===== src/rtl/alu_pkg.sv =====
// Shared definitions for the ALU issue stage: op codes, instruction field
// positions and the issue FSM state encoding.
package alu_pkg;

  localparam int unsigned INSTR_W = 16;
  localparam int unsigned OP_W    = 2;

  // Instruction layout: [15:14] op, [13:11] rd, [10:8] rs1, [7:5] rs2, [4:0] unused
  localparam int unsigned OP_LSB  = 14;
  localparam int unsigned RD_LSB  = 11;
  localparam int unsigned RS1_LSB = 8;
  localparam int unsigned RS2_LSB = 5;

  localparam logic [OP_W-1:0] OP_ADD  = 2'b00;
  localparam logic [OP_W-1:0] OP_SUB  = 2'b01;
  localparam logic [OP_W-1:0] OP_NOT  = 2'b10;
  localparam logic [OP_W-1:0] OP_RSVD = 2'b11;

  typedef enum logic [1:0] {
    IDLE = 2'd0,
    OPER = 2'd1,
    DONE = 2'd2
  } state_e;

endpackage


===== src/rtl/alu_regfile.sv =====
// NREGS x WIDTH register file: two asynchronous read ports, one synchronous
// write port, synchronous active-low clear of every entry.
module alu_regfile
  import alu_pkg::*;
#(
  parameter int unsigned WIDTH = 16,
  parameter int unsigned NREGS = 8,
  parameter int unsigned AW    = $clog2(NREGS)
) (
  input  logic             clk_i,
  input  logic             rst_ni,
  input  logic             we_i,
  input  logic [AW-1:0]    waddr_i,
  input  logic [WIDTH-1:0] wdata_i,
  input  logic [AW-1:0]    raddr1_i,
  input  logic [AW-1:0]    raddr2_i,
  output logic [WIDTH-1:0] rdata1_o,
  output logic [WIDTH-1:0] rdata2_o
);

  logic [WIDTH-1:0] regs_q [NREGS];

  always_ff @(posedge clk_i) begin
    if (!rst_ni) begin
      for (int unsigned i = 0; i < NREGS; i++) begin
        regs_q[i] <= '0;
      end
    end else if (we_i) begin
      regs_q[waddr_i] <= wdata_i;
    end
  end

  assign rdata1_o = regs_q[raddr1_i];
  assign rdata2_o = regs_q[raddr2_i];

endmodule


===== src/rtl/alu_issue_ctrl.sv =====
// Issue stage for the 16-bit combinational ALU: reads two sources, drives
// registered ALU operands, captures the result, writes it back and returns it.
module alu_issue_ctrl
  import alu_pkg::*;
#(
  parameter int unsigned WIDTH = 16,
  parameter int unsigned NREGS = 8
) (
  input  logic                     clock,
  input  logic                     clear,
  input  logic                     load_en,
  input  logic [$clog2(NREGS)-1:0] load_addr,
  input  logic [WIDTH-1:0]         load_data,
  input  logic                     in_valid,
  output logic                     in_ready,
  input  logic [INSTR_W-1:0]       in_instr,
  output logic [OP_W-1:0]          alu_op,
  output logic [WIDTH-1:0]         alu_a,
  output logic [WIDTH-1:0]         alu_b,
  input  logic [WIDTH-1:0]         alu_result,
  output logic                     out_valid,
  input  logic                     out_ready,
  output logic [WIDTH-1:0]         out_data,
  output logic [$clog2(NREGS)-1:0] out_rd
);

  localparam int unsigned AW = $clog2(NREGS);

  state_e           state_q;
  logic [OP_W-1:0]  alu_op_q;
  logic [WIDTH-1:0] alu_a_q;
  logic [WIDTH-1:0] alu_b_q;
  logic [AW-1:0]    rd_q;
  logic [WIDTH-1:0] out_data_q;
  logic [AW-1:0]    out_rd_q;
  logic             out_valid_q;

  logic [OP_W-1:0]  instr_op;
  logic [AW-1:0]    instr_rd;
  logic [AW-1:0]    instr_rs1;
  logic [AW-1:0]    instr_rs2;
  logic             unused_instr;

  logic [WIDTH-1:0] rs1_data;
  logic [WIDTH-1:0] rs2_data;

  logic             wr_en_d;
  logic [AW-1:0]    wr_addr_d;
  logic [WIDTH-1:0] wr_data_d;

  logic             accept;

  assign instr_op     = in_instr[OP_LSB +: OP_W];
  assign instr_rd     = in_instr[RD_LSB +: AW];
  assign instr_rs1    = in_instr[RS1_LSB +: AW];
  assign instr_rs2    = in_instr[RS2_LSB +: AW];
  assign unused_instr = ^in_instr[RS2_LSB-1:0];

  // Load takes the IDLE cycle, so an offered instruction waits one cycle.
  assign in_ready = clear & (state_q == IDLE) & ~load_en;
  assign accept   = in_valid & in_ready;

  // Single write port shared by ALU writeback (OPER) and host preload (IDLE).
  always_comb begin
    wr_en_d   = 1'b0;
    wr_addr_d = load_addr;
    wr_data_d = load_data;
    if (state_q == OPER) begin
      wr_en_d   = 1'b1;
      wr_addr_d = rd_q;
      wr_data_d = alu_result;
    end else if (state_q == IDLE && load_en) begin
      wr_en_d = 1'b1;
    end
  end

  alu_regfile #(
    .WIDTH (WIDTH),
    .NREGS (NREGS),
    .AW    (AW)
  ) u_regfile (
    .clk_i    (clock),
    .rst_ni   (clear),
    .we_i     (wr_en_d),
    .waddr_i  (wr_addr_d),
    .wdata_i  (wr_data_d),
    .raddr1_i (instr_rs1),
    .raddr2_i (instr_rs2),
    .rdata1_o (rs1_data),
    .rdata2_o (rs2_data)
  );

  always_ff @(posedge clock) begin
    if (!clear) begin
      state_q     <= IDLE;
      alu_op_q    <= '0;
      alu_a_q     <= '0;
      alu_b_q     <= '0;
      rd_q        <= '0;
      out_data_q  <= '0;
      out_rd_q    <= '0;
      out_valid_q <= 1'b0;
    end else begin
      case (state_q)
        IDLE: begin
          if (accept) begin
            alu_op_q <= instr_op;
            alu_a_q  <= rs1_data;
            alu_b_q  <= rs2_data;
            rd_q     <= instr_rd;
            state_q  <= OPER;
          end
        end
        OPER: begin
          out_data_q  <= alu_result;
          out_rd_q    <= rd_q;
          out_valid_q <= 1'b1;
          state_q     <= DONE;
        end
        DONE: begin
          if (out_ready) begin
            out_valid_q <= 1'b0;
            state_q     <= IDLE;
          end
        end
        default: begin
          state_q <= IDLE;
        end
      endcase
    end
  end

  assign alu_op    = alu_op_q;
  assign alu_a     = alu_a_q;
  assign alu_b     = alu_b_q;
  assign out_valid = out_valid_q;
  assign out_data  = out_data_q;
  assign out_rd    = out_rd_q;

endmodule

===== config.mk =====
export PLATFORM = sky130hd
export DESIGN_NAME = alu_issue_ctrl
export DESIGN_NICKNAME = d
export VERILOG_FILES = /design/src/rtl/alu_pkg.sv /design/src/rtl/alu_regfile.sv /design/src/rtl/alu_issue_ctrl.sv
export SDC_FILE = /design/constraint.sdc
export NUM_CORES = 1
export LEC_CHECK = 0
export CAP_MARGIN = 20
export CORE_AREA = 2 2 163 165
export DETAILED_ROUTE_END_ITERATION = 16
export DIE_AREA = 0 0 165 167
export GPL_ROUTABILITY_DRIVEN = 0
export PLACE_DENSITY = 0.67
export REMOVE_ABC_BUFFERS = 1
export SYNTH_ARGS = -nofsm -noshare
export SYNTH_HDL_FRONTEND = slang
export SYNTH_SLANG_ARGS = --single-unit

===== constraint.sdc =====
create_clock -name clock -period 2.2 [get_ports clock]
set_clock_uncertainty 0.05 [all_clocks]
set_input_delay 0.44 -clock clock [delete_from_list [all_inputs] [get_ports clock]]
set_output_delay 0.44 -clock clock [all_outputs]
set_load 0.005 [all_outputs]

==> flow_summary_export.csv, run 1 <==
group,metric,value,unit
global_routing,grt_usage,18.2,%
route,routed_wl,24900,µm
global_routing,grt_overflow,0,
cells_and_area,antenna_cells,0,
cells_and_area,drive_above_1_share,12.5,%
yosys,syn_area,8880,µm²
yosys,synthCells,800,
yosys,synth_compound_area_share,13.4,%
yosys,yosysSeqAreaShare,56.6,%
floorplan,core,25800,µm²
timing,period_minus_slack,1990,ps
yosys,synth_top_cells_by_area,"edfxtp_1 43%, mux2i_1 15%, dfxtp_1 13%, nor2_1 7.0%, a22oi_1 5.4%",
global_routing,grt_max_degree,55,
cells_and_area,syn2layout_area_growth,27.4,%
run_status,status,"finished clean",
timing,drv_slew,0,
timing,setup_viol,0,
power,irDropWorstVdd,437,µV
floorplan,fp.dieArea,27600,µm²
timing,finalCritPeriodShare,90.7,%
global_routing,antenna_found_initial,0,
floorplan,start_util,34.5,%
critical_path,slowest_stage,"dfxtp_1",
yosys,synth_common_cells,"165 x nor2_1, 134 x mux2i_1, 128 x edfxtp_1",
timing,max-slew-margin-rel,64.4,%
critical_path,worstPathCellList,"nand2b_2 -> mux2i_1 -> nand2_1 -> nand2_1 -> buf_12",
timing,setup_ws,205,ps
yosys,synth-edff-count,128,
route,detail-route-antenna-nets,0,
power,fin_total_pwr,8.38,mW
route,via_per_inst,5.20,
yosys,ys_warn_count,0,
yosys,synth_most_common_cell,"nor2_1",
clock_tree,cts_buffers,17,
critical_path,cpPeakStageDelay,560,ps
power,power_density,740,nW/µm²
clock_tree,htree_levels,4,
critical_path,crit_family,"flip-flops",
critical_path,end_kind,"flip-flop",
yosys,synth_fa_ha_area_share,0,%
yosys,ys_ff_latch,187,
place,port_buffers,105,
clock_tree,cts_tree,"yes",
critical_path,crit_top_cell,"nand2_1",
place,hpwl,16000,µm
floorplan,die_width,165,µm
critical_path,criticalPathCategory,"reg -> reg",
floorplan,die_h,167,µm
clock_tree,cts-root-buf,"clkbuf_16",
yosys,synth_top_family_by_area,"multiplexers",
yosys,avgSynthCellArea,11.1,µm²
yosys,synth-xor-area-share,0,%
yosys,ys_types,32,
yosys,synth_ff_type,"edfxtp_1",
route,firstDrtPassIters,5,
floorplan,io_pins,111,
route,routedWlPerCell,19.6,µm
yosys,synth.mux.area_fraction,15.1,%
clock_tree,cts.sinks,187,
floorplan,rows,59,
power,p_leak,4.41,nW
yosys,ys_async_sr_fraction,0,%
route,first_iter_violations,483,
job,drv_cap,0,
global_routing,grt_pass1_wl,37300,µm
timing,fmax,501,MHz
place,pre_cts_ws,-137,ps
clock_tree,cts_buffer_depth,2,
critical_path,path_max_fanout,16,
clock_tree,cts_hold_buf,0,
critical_path,cp_num_buf_inv,1,
timing,rsz0062_at_grt,"false",
clock_tree,clk_transition_reported_paths,70,ps
critical_path,startpoint_type,"flip-flop",
route,vias,6593,
route,drc,0,
worst_hold_path,hold_class,"in -> reg",
yosys,synth_top_area_cell,"edfxtp_1",
global_routing,grt_pass1_vias,6509,
timing,hold_viol,0,
yosys,synth_top_area_share,43.3,%
cells_and_area,final_nets,976,
yosys,synth-simple-area-share,11.5,%
timing,tightest_slew,534,ps
clock_tree,clk_latency,440,ps
critical_path,worstPathArrival,2080,ps
critical_path,required,2280,ps
-- flip-flops by register name, indices dropped and copies added (netlist names) --
signal and cells:
alu_a 16, alu_b 16, alu_op 2, out_data 16
out_rd 3, out_valid 1, rd_q 3, state_q 2
u_regfile.regs_q 128
-- cells in the final DEF (no fill, tap or decap), types with 3 or more instances in the layout --
cell               n
buf_4             40
a21boi_0          19
nor2b_1           10
clkdlybuf4s50_1  101
edfxtp_1         128
clkbuf_16         20
nand2_2            6
nor2_1           165
mux2i_1          134
inv_1              3
a22oi_1           64
o21ai_0           28
a21oi_1           34
o21ai_1            6
buf_12            16
nand2_1           52
a21boi_2          16
dfxtp_1           58
-- power breakdown --
part	internal, mW	leakage, nW	switching (mW)
registers	3.93	1.81	0.0905
clock network	1.96	0.315	1.36
logic	0.496	2.28	0.552
total	6.38	4.41	2.00
-- path summary, 6_finish.rpt --
check              start                 endpoint  slack [ps]  cells past startpoint
max           state_q[1]  u_regfile.regs_q[7][11]         210                      5
min reg2reg  out_data[7]              out_data[7]         410                      2
max reg2reg   state_q[1]  u_regfile.regs_q[7][11]         210                      5
min                clear                out_valid         270                      3
-- through the flow --
stage,area [µm²],utilization (%),TNS (ps),hold WS [ps],instances
2_1_floorplan,8590,-,-76260,410,742
3_3_place_gp,10700,41.4,-8110,401,1236
3_5_place_dp,10700,41.4,-7880,410,1236
4_1_cts,11300,43.9,0,266,1268
5_1_grt,11300,43.9,0,278,1268
6_report,11300,43.9,0,270,1268
-- worst min-delay path, delay by kind of cell --
family	cells	cell delay, ps
buf+inv	1	140
compound gates	2	120
-- logic make-up (layout without fill, tap and decap cells) --
kind of cell / after synthesis / count (layout)
AO/OA/AOI/OAI: 172 / 172
buffers and inverters: 61 / 194
flip-flops: 187 / 187
multiplexers: 134 / 134
AND/OR/NAND/NOR: 246 / 246
-- final cells by class --
class,count,area (µm²)
well taps,335,419
flip-flops and latches,187,5030
multi-input cells,552,3570
clock inverters,9,118
fillers,2357,14400
repair buffers,159,1650
inverters,3,11.3
clock buffers,23,532
-- what timing repair did --
| item | in CTS | in global routing |
|---|---|---|
| endpoints found under the hold margin | 0 | 0 |
| gates resized for setup | 2 | 0 |
| setup endpoints to repair | 1 | 0 |
| buffers inserted | 0 | 0 |
-- routing by layer --
metal | up-vias | part of all wire [%] | track usage, %
met2 | 226 | 48 | 29.8
met1 | 3208 | 44 | 24.2
met5 | - | 0 | 0
met3 | 34 | 6.0 | 3.79
li1 | 3125 | - | -
met4 | 0 | 1.6 | 5.44
Note: power is estimated with default switching activity, not from simulation.
==> inputs of run 2 (changes only) <==
--- a/config.mk
+++ b/config.mk
@@ -10,6 +10,7 @@
 export DETAILED_ROUTE_END_ITERATION = 16
 export DIE_AREA = 0 0 165 167
 export GPL_ROUTABILITY_DRIVEN = 0
+export MAX_ROUTING_LAYER = met4
 export PLACE_DENSITY = 0.67
 export REMOVE_ABC_BUFFERS = 1
 export SYNTH_ARGS = -nofsm -noshare
==> flow_summary_export.csv, run 2 (synthesis results as in run 1) <==
group,metric,value,unit
place,dp_cells,1236,
place,pre_cts_ws,-137,ps
cells_and_area,final_nets,976,
critical_path,startpoint_type,"flip-flop",
critical_path,slowest_stage,"dfxtp_1",
clock_tree,clk_latency,440,ps
route,routed_wl,24800,µm
clock_tree,cts_setup_buffers,0,
cells_and_area,syn2layout_area_growth,27.4,%
cells_and_area,fillers,2357,
floorplan,core,25800,µm²
power,irDropWorstVdd,440,µV
critical_path,endpoint,"in_ready",
critical_path,criticalPathCategory,"reg -> out",
clock_tree,cts-root-buf,"clkbuf_16",
worst_hold_path,hold_class,"in -> reg",
critical_path,r2r-start,"state_q[1]",
power,p_leak,4.41,nW
timing,drv_slew,0,
job,drv_cap,0,
place,port_buffers,105,
floorplan,fp.dieArea,27600,µm²
critical_path,cpPeakStageDelay,560,ps
global_routing,grt_usage,18.8,%
critical_path,worstPathCellList,"nor2_1 -> nand2_1 -> nor2_1 -> dlygate4sd2_1",
timing,hold-worst-slack,273,ps
critical_path,crit_top_cell,"nor2_1",
cells_and_area,final_cells,1268,
critical_path,rr_worst_depth,5,
critical_path,end_kind,"primary output",
route,vias,6627,
cells_and_area,antenna_cells,0,
floorplan,io_pins,111,
route,detail-route-antenna-nets,0,
clock_tree,cts_buffer_depth,2,
route,drc,0,
timing,max-slew-margin-rel,64.4,%
timing,setup_viol,0,
global_routing,grt_overflow,0,
timing,hold_viol,0,
clock_tree,clk_transition_reported_paths,60,ps
route,routedWlPerCell,19.6,µm
critical_path,r2r_end,"u_regfile.regs_q[7][11]",
clock_tree,htree_levels,4,
place,hpwl,16000,µm
clock_tree,cts_buffers,17,
power,power_density,740,nW/µm²
timing,setup_ws,211,ps
global_routing,grt_pass1_vias,6511,
floorplan,die_h,167,µm
power,fin_total_pwr,8.38,mW
timing,fmax,503,MHz
clock_tree,cts.repair.resized,2,
route,via_per_inst,5.23,
timing,period_minus_slack,1990,ps
timing,rsz0062_at_grt,"false",
clock_tree,cts_hold_buf,0,
cells_and_area,layout_common_cells,"165 x nor2_1, 134 x mux2i_1, 128 x edfxtp_1",
critical_path,path_max_fanout,10,
clock_tree,cts_tree,"yes",
critical_path,worstPathArrival,1500,ps
timing,finalCritPeriodShare,90.4,%
cells_and_area,drive_above_1_share,12.5,%
cells_and_area,layout_commonest_cell,"nor2_1",
critical_path,required,1710,ps
global_routing,antenna_found_initial,0,
cells_and_area,largest_reg_flops,128,
floorplan,die_width,165,µm
route,firstDrtPassIters,5,
timing,tightest_slew,535,ps
global_routing,grt_max_degree,55,
run_status,status,"finished clean",
floorplan,rows,59,
cells_and_area,fin_util,43.9,%
cells_and_area,largest_register,"u_regfile.regs_q",
critical_path,reg2reg_slack,220,ps
route,first_iter_violations,496,
global_routing,grt_pass1_wl,37300,µm
clock_tree,cts.sinks,187,
floorplan,start_util,34.5,%
critical_path,startpoint,"state_q[1]",
## run 2: layer usage
layer | up-vias | track usage [%] | wire (µm)
met4 | 0 | 5.22 | 434
met1 | 3197 | 24.4 | 10900
met2 | 264 | 29.8 | 11900
met3 | 34 | 3.84 | 1550
li1 | 3132 | - | -
met5 | - | - | 0
## run 2: layout make-up
cell class	instances	area, µm²	share of cell area (%)
flip-flops and latches	187	5030	44.4
multi-input cells	552	3570	31.5
repair buffers	159	1650	14.5
clock buffers	23	532	4.70
well taps	335	419	3.70
clock inverters	9	118	1.04
inverters	3	11.3	0.0995
## run 2: worst min path at each step
stage                     slack (ps)    startpoint  cells past startpoint            to
final                            270         clear                      3     out_valid
after floorplan                  410   out_data[0]                      2   out_data[0]
after global placement           400   out_data[0]                      2   out_data[0]
after global routing             270         clear                      2    state_q[1]
after CTS                        270         clear                      3     out_valid
after detailed placement         410  out_data[15]                      2  out_data[15]
## run 2: power breakdown
| group | switching (mW) | total [mW] | leakage, nW | internal [mW] |
|---|---|---|---|---|
| Sequential | 0.0905 | 4.02 | 1.81 | 3.93 |
| Clock | 1.35 | 3.31 | 0.315 | 1.96 |
| Combinational | 0.551 | 1.05 | 2.28 | 0.496 |
## run 2: critical path, delay by kind of cell, from the launching register on
family	cells	cell delay [ps]
flops	1	560
buf+inv	1	260
simple gates	3	250
## run 2: metrics by stage
step           area (µm²)  setup TNS, ps
2_1_floorplan        8590         -76260
3_3_place_gp        10700          -8110
3_5_place_dp        10700          -7880
4_1_cts             11300              0
5_1_grt             11300              0
6_report            11300              0
